<file path="src/rtl/max_pool_nch.sv">
// 2x2 / stride-2 max pooling over NUM_CH parallel signed channels, raster input,
// valid/ready on both sides. Odd trailing columns/rows are accepted and dropped.
module max_pool_nch #(
    parameter int unsigned NUM_CH  = 6,
    parameter int unsigned DATA_W  = 8,
    parameter int unsigned IMG_W   = 28,
    parameter int unsigned IMG_H   = 28,
    parameter bit          RELU_EN = 1'b0
) (
    input  logic                     i_clk,
    input  logic                     i_rst,
    input  logic                     i_feature_valid,
    input  logic [NUM_CH*DATA_W-1:0] i_features,
    output logic                     o_ready_feature,
    output logic                     o_feature_valid,
    output logic [NUM_CH*DATA_W-1:0] o_features,
    output logic                     o_frame_last,
    input  logic                     i_ready_feature
);

    localparam int unsigned VEC_W  = NUM_CH * DATA_W;
    localparam int unsigned OUT_W  = IMG_W / 2;
    localparam int unsigned OUT_H  = IMG_H / 2;
    localparam int unsigned COL_W  = $clog2(IMG_W);
    localparam int unsigned ROW_W  = $clog2(IMG_H);
    localparam int unsigned BUF_AW = (OUT_W > 1) ? $clog2(OUT_W) : 1;

    logic [COL_W-1:0]  col_q, col_d;
    logic [ROW_W-1:0]  row_q, row_d;
    logic [VEC_W-1:0]  hold_q, hold_d;
    logic              valid_q, valid_d;
    logic [VEC_W-1:0]  data_q, data_d;
    logic              last_q, last_d;
    logic [VEC_W-1:0]  rowbuf_q [OUT_W];

    logic              accept;
    logic              col_odd;
    logic              row_odd;
    logic              buf_we;
    logic [BUF_AW-1:0] buf_idx;
    logic [VEC_W-1:0]  h_vec;
    logic [VEC_W-1:0]  res_vec;

    // A held output only blocks input when downstream is not taking it this cycle.
    assign o_ready_feature = !valid_q || i_ready_feature;
    assign accept          = i_feature_valid && o_ready_feature;
    assign col_odd         = col_q[0];
    assign row_odd         = row_q[0];
    assign buf_idx         = BUF_AW'(col_q >> 1);
    // Writes from a discarded odd trailing row land in the buffer but are always
    // overwritten by row 0 of the next frame before row 1 reads them.
    assign buf_we          = accept && col_odd && !row_odd;

    // Per-channel horizontal max, vertical max against the row buffer, optional ReLU.
    for (genvar k = 0; k < NUM_CH; k++) begin : g_ch
        logic signed [DATA_W-1:0] smp, hld, rb, h, m;
        assign smp = i_features[k*DATA_W +: DATA_W];
        assign hld = hold_q[k*DATA_W +: DATA_W];
        assign rb  = rowbuf_q[buf_idx][k*DATA_W +: DATA_W];
        assign h   = (smp > hld) ? smp : hld;
        assign m   = (h > rb) ? h : rb;
        assign h_vec[k*DATA_W +: DATA_W]   = h;
        assign res_vec[k*DATA_W +: DATA_W] = (RELU_EN && m[DATA_W-1]) ? '0 : m;
    end

    // Next-state: raster counters, hold register, output register handshake.
    always_comb begin
        col_d   = col_q;
        row_d   = row_q;
        hold_d  = hold_q;
        valid_d = valid_q && !i_ready_feature;
        data_d  = data_q;
        last_d  = last_q;
        if (accept) begin
            if (col_q == COL_W'(IMG_W - 1)) begin
                col_d = '0;
                row_d = (row_q == ROW_W'(IMG_H - 1)) ? '0 : row_q + 1'b1;
            end else begin
                col_d = col_q + 1'b1;
            end
            if (!col_odd) begin
                hold_d = i_features;
            end
            if (col_odd && row_odd) begin
                valid_d = 1'b1;
                data_d  = res_vec;
                last_d  = (row_q == ROW_W'(2 * OUT_H - 1)) && (col_q == COL_W'(2 * OUT_W - 1));
            end
        end
    end

    // State register with synchronous reset.
    always_ff @(posedge i_clk) begin
        if (i_rst) begin
            col_q   <= '0;
            row_q   <= '0;
            hold_q  <= '0;
            valid_q <= 1'b0;
            data_q  <= '0;
            last_q  <= 1'b0;
        end else begin
            col_q   <= col_d;
            row_q   <= row_d;
            hold_q  <= hold_d;
            valid_q <= valid_d;
            data_q  <= data_d;
            last_q  <= last_d;
        end
    end

    // Row buffer: distributed RAM, no reset needed since row 0 fills it before use.
    always_ff @(posedge i_clk) begin
        if (buf_we) begin
            rowbuf_q[buf_idx] <= h_vec;
        end
    end

    assign o_feature_valid = valid_q;
    assign o_features      = data_q;
    assign o_frame_last    = last_q;

endmodule

</file>
<file path="config.mk">
export PLATFORM = sky130hd
export DESIGN_NAME = max_pool_nch
export DESIGN_NICKNAME = d
export VERILOG_FILES = /design/src/rtl/max_pool_nch.sv
export SDC_FILE = /design/constraint.sdc
export NUM_CORES = 1
export LEC_CHECK = 0
export CAP_MARGIN = 10
export CORE_MARGIN = 1
export CORE_UTILIZATION = 66
export DETAILED_ROUTE_END_ITERATION = 7
export PLACE_DENSITY = 0.85
export SYNTH_ARGS = -nofsm -noshare
export SYNTH_HDL_FRONTEND = slang
export SYNTH_SLANG_ARGS = --single-unit
</file>
<file path="constraint.sdc">
create_clock -name i_clk -period 19.3 [get_ports i_clk]
set_clock_uncertainty 0.2 [all_clocks]
set_input_delay 3.86 -clock i_clk [delete_from_list [all_inputs] [get_ports i_clk]]
set_output_delay 3.86 -clock i_clk [all_outputs]
set_load 0.1 [all_outputs]
</file>
; After elaboration in Yosys (flattened, before gate mapping)
; Memory sizes are Yosys's and may differ from the RTL's. A register that Yosys moved wholly into a read port is not among the register bits.
; Index checks and enable logic that the tools add are counted.
[totals]
in_bits = 52
out_inout_bits = 51
n_memories = 1
ramBits = 672
wordCells = 57
reg_bits = 108
[mem_list]
columns = memory, words, width, rd, rd_ports_with_merged_regs, wr, line_no
row1 = rowbuf_q, 14, 48, 1, 1, 1, 34  ; logic [VEC_W-1:0] rowbuf_q [OUT_W];
[classes]
eq_ne = 2
order_cmp = 12
reduce_logical = 13
n_mux = 20
bitwise = 1
addsub = 2
[op_table]
columns = op, n
row1 = 8-bit > comparator, 12
row2 = 8-bit two-way mux, 12
row3 = "5-bit by 1-bit adder with 5-bit output, second input constant", 2
row4 = "5-bit == test, second input constant", 2
row5 = 5-bit two-way mux, 2
row6 = 4-bit two-way mux, 2
row7 = 1-bit logical AND, 6
row8 = 2-bit AND reduction, 3
row9 = 1-bit two-way mux, 4
row10 = 1-bit logical NOT, 3
row11 = 1-bit logical OR, 1
row12 = 1-bit NOT, 1

; Logic depth before layout (Yosys ltp)
[depth]
depth_word = 7
depth_mapped = 17
mapped_depth_nobuf = 15

; Least setup slack after synthesis
; Ideal clock, no wire load.
[synth_timing]
path_type = input to register
from = input i_ready_feature
to = memory rowbuf_q[0][0] in the netlist's numbering (enable)
arrival_ns = 8.036
required_time_ns = 18.587
n_path_buf = 0
slack_ns = 10.551
path_stages = 5
setup_ns = 0.513
path_cell_list = nor2b_1 > nor2_1 > nand3b_1 > or3_1 > nor3_1
[synth_between]
elab_chain_cells = 6
[synth_lines]
columns = item, line_no
row1 = from (decl), 18  ; input logic i_ready_feature
row2 = 1-bit logical OR, 45  ; assign o_ready_feature = !valid_q || i_ready_feature;
row3 = 1-bit logical AND, 46  ; assign accept = i_feature_valid && o_ready_feature;
row4 = 1-bit logical AND (2 in a row), 52  ; assign buf_we = accept && col_odd && !row_odd;
row5 = 1-bit two-way mux, 113  ; if (buf_we) begin
row6 = 1-bit two-way mux (implied by the code), 114  ; rowbuf_q[buf_idx] <= h_vec;
row7 = to (decl), 34
; No other way between the ends.

; Final worst setup path
[layout_timing]
from = input i_ready_feature
to = output o_ready_feature
[layout_between]
elab_chain_cells = 1
[layout_lines]
columns = item, line_no
row1 = 1-bit logical OR, 45
row2 = to (decl), 14  ; output logic o_ready_feature,
; No other way between the ends.

==> impl_results.md <==
- Die Outline Area: 51000 sq um
- Total Routed Length: 79200 um
- CTS H-tree lvls: 3
- Number of buffers added on ports: just over 100
- Area share of fa/ha/maj cells after synthesis: 0.0371
- GRT Residual Overflow: 0
- Arrival time of data at the critical path endpoint: 5940 ps
- Kind of start point of the critical path: input pin
- Top cell family by delay on the critical path: buffers and inverters
- Via density per instance: just under 7
- Max-capacitance violation count: 0
- Clock period minus final worst setup slack: 10000 ps
- Buffers and inverters on the worst path: 3
- Synthesized area: approximately 33000 sq um
- Post-synthesis async set-or-reset flop share: 0
- Synth cell types: 62
- Overall die width: between 200 and 250 um
- Share of the synthesized area in the top cell type: 0.610
- Post-Synth XOR/XNOR Area: 0.00106
- Area used by sequential logic in the layout: 22400 sq um
- EDFF count, synth: 672
- Cell area after layout: 37300 sq um
- Synthesized flop and latch total: a little under 800
- Syn Nets: between 2000 and 2500
- Die height: around 230 um
- Setup bufs post-CTS: 0
- Clock Root Buffer: clkbuf_16
- Main area contributors after synthesis: edfxtp_1 (61%), mux4_2 (9.4%), dfxtp_1 (6.8%), ha_1 (3.7%), mux2i_1 (3.5%)
- Commonest cells after routing, fill and taps aside: edfxtp_1 (672), nand2_1 (173), a21oi_1 (158)
- Count of pins on the block boundary: roughly 100
- Initial Utilization: 0.673
- Number of diodes added for antenna fixing: 0
- Estimated wirelength of the detail-placed design: roughly 40000 um
- Syn-to-layout area delta: 12.8%
- Clock transition time at the flip-flop clock pins of the worst setup and hold paths: 50 ps
- Vias in the first global route: between 20000 and 25000
- Remaining max-slew budget at the tightest pin: 0.180
- CTS Buf Count: 77
- Fin worst setup slack: 9300 ps
- Peak clock frequency supported by timing: between 0.1 and 0.15 GHz
- Gate count after technology mapping: about 2100
- Final worst path period share: 0.518
- Fraction of final layout cells with drive strength greater than 1: 0.153
- Worst setup timing slack at the placement stage: 9440 ps
- Number of nets with antenna violations after routing: 0
- Post-synthesis mux area share: 0.144
- Core area: slightly below 50000 sq um
- CP Max Fanout: 5
- Number of buffers between clock root and the deepest sink: 3
- Cell area after placement: ~35000 sq um
- Combined area of the multi-input logic cells: about 10000 sq um
- Most common cell after layout, fill and taps aside: edfxtp_1
- Seq/Total Area, Yosys: 0.678
- Antenna violations before repair: 0
- Leakage: ~12 nW
- Synthesized-area fraction occupied by and/or/nand/nor cells: 0.0517
- Path type of the worst min-delay path: reg -> reg
- Post-synthesis area per instance: 15.9 sq um
- Post-CTS Resized: 0
- Delay of the slowest critical-path stage: between 1000 and 1500 ps
- Critical path's most frequent cell: clkdlybuf4s50_1
- First-pass iteration count of the detailed router: 6
- Vias after detailed routing: 19700
- Hold buffer count at cts: 0
- Worst vdd rail ir drop: 0.109 mV
- Predominant post-synthesis flop cell: edfxtp_1
- Start point of the critical path: i_ready_feature
- Std cell rows: 81
- Number of filler cells placed in the layout: 2650
- Final weighted congestion in routability-driven placement: between 0.8 and 0.9
- Clk_lat worst skew: between 600 and 700 ps
- Chain of cells forming the critical path: clkdlybuf4s50_1 -> nor2b_1 -> inv_1 -> clkdlybuf4s50_1
- Final design utilization: 0.759
- Slew at the pin closest to its max-slew limit: ~1200 ps
- Number of failing setup endpoints in the final timing report: 0
- Remaining routing DRC violations: 0
- Overall Power: ~3.7 mW
- GRT Util Overall: 0.318
- Number of clock sinks: slightly below 800
- Nets@finish: 2335
- Library cell with the largest summed area after synthesis: edfxtp_1
- TritonCTS clock tree: built
- Final Slew Violations: 0
- Synth warn: 0
- Unrepaired setup endpoints after global routing: false
- Drt initial violations: roughly 2200
- Required time of the critical path: 15240 ps
- Library cell contributing the largest single delay on the critical path: clkdlybuf4s50_1
- Compound-cell area share of the yosys netlist: 0.0601
- Critical path class: in -> out
- Combinational family with the most area after synthesis: multiplexers
- Largest net degree at the start of global routing: approximately 120
- Routed length per instance: approximately 27 um
- Total Negative Setup Slacks: 0 ps
- Outcome: finished, final reports clean
- Hold Vio Cnt, Final: 0
- Wire length of the first global-routing pass: ~120000 um
- PD cells: ~100 nW/um^2
- Hold_sp: hold_q[21]$_SDFFE_PP0P_
- Endpoint kind of the worst setup timing path: primary output
[worst reg2reg max path, delay by kind of cell, from the launching register on]
family / cells / cell delay, ps
buffers and inverters: 2 / 1640
AO/OA/AOI/OAI: 5 / 1150
multiplexers: 2 / 920
flip-flops: 1 / 690
AND/OR/NAND/NOR: 3 / 690
adder cells (fa/ha/maj): 1 / 310
[state kept, by name, summed over array words and instances, names as in the netlist, named ones only]
signal           flops
rowbuf_q           672
hold_q              48
o_features          48
col_q                5
row_q                5
o_feature_valid      1
o_frame_last         1
[per-stage QoR]
| step | hold WS, ps | instances |
|---|---|---|
| 6_report | 253 | 2914 |
| 5_1_grt | 267 | 2914 |
| 4_1_cts | 255 | 2914 |
| 3_5_place_dp | 247 | 2770 |
| 3_3_place_gp | 243 | 2770 |
| 2_1_floorplan | 236 | 2075 |
[cells in the mapped netlist, types with 5 or more instances]
cell,instances
nand2b_1,5
a31o_2,7
ha_1,98
o221ai_1,34
nand2_1,173
o211ai_1,18
mux4_1,9
o31ai_1,7
nor2_1,136
buf_2,19
mux2_2,22
a21o_1,7
a221o_1,10
a2bb2oi_1,8
buf_1,6
buf_4,12
o21ai_0,24
mux4_2,138
or3_1,5
clkbuf_1,52
inv_1,101
nand4_1,16
dfxtp_1,112
nor2b_1,9
buf_6,10
a21oi_1,158
mux2i_1,116
edfxtp_1,672
nand3_1,12
nor3_1,15
[report_power, final]
| group | switching [mW] | internal, mW | leakage (nW) | total [mW] |
|---|---|---|---|---|
| clock network | 0.635 | 0.888 | 1.25 | 1.52 |
| registers | 0.00984 | 1.90 | 7.01 | 1.91 |
| logic | 0.202 | 0.113 | 4.11 | 0.315 |
[area by class of cell]
type	count	area share
Clock inverter	40	0.0114
Timing Repair Buffer	133	0.0338
Clock buffer	104	0.0571
Sequential cell	784	0.601
Multi-Input combinational cell	1088	0.264
Inverter	101	0.0102
Tap cell	664	0.0223
[kinds of logic after synthesis]
logic type               Yosys count
multiplexers                     285
flip-flops                       784
AND/OR/NAND/NOR                  395
buffers and inverters            203
AO/OA/AOI/OAI                    306
adder cells (fa/ha/maj)           98
XOR/XNOR                           4
[path summary, 6_finish.rpt]
kind,slack [ps],cells after the start,endpoint
min,250,2,hold_q[21]$_SDFFE_PP0P_
max reg2reg,13540,13,o_features[26]$_SDFFE_PP0P_
max,9300,4,o_ready_feature
min reg2reg,250,2,hold_q[21]$_SDFFE_PP0P_
[routing by layer]
metal,vias to the layer above,GRT usage,wire [um]
li1,8286,-,-
met1,9877,0.404,28500
met2,1295,0.547,40900
met3,207,0.0475,6910
met4,0,0.141,2840
met5,-,0,0
Note: power is estimated with default switching activity, not from simulation.
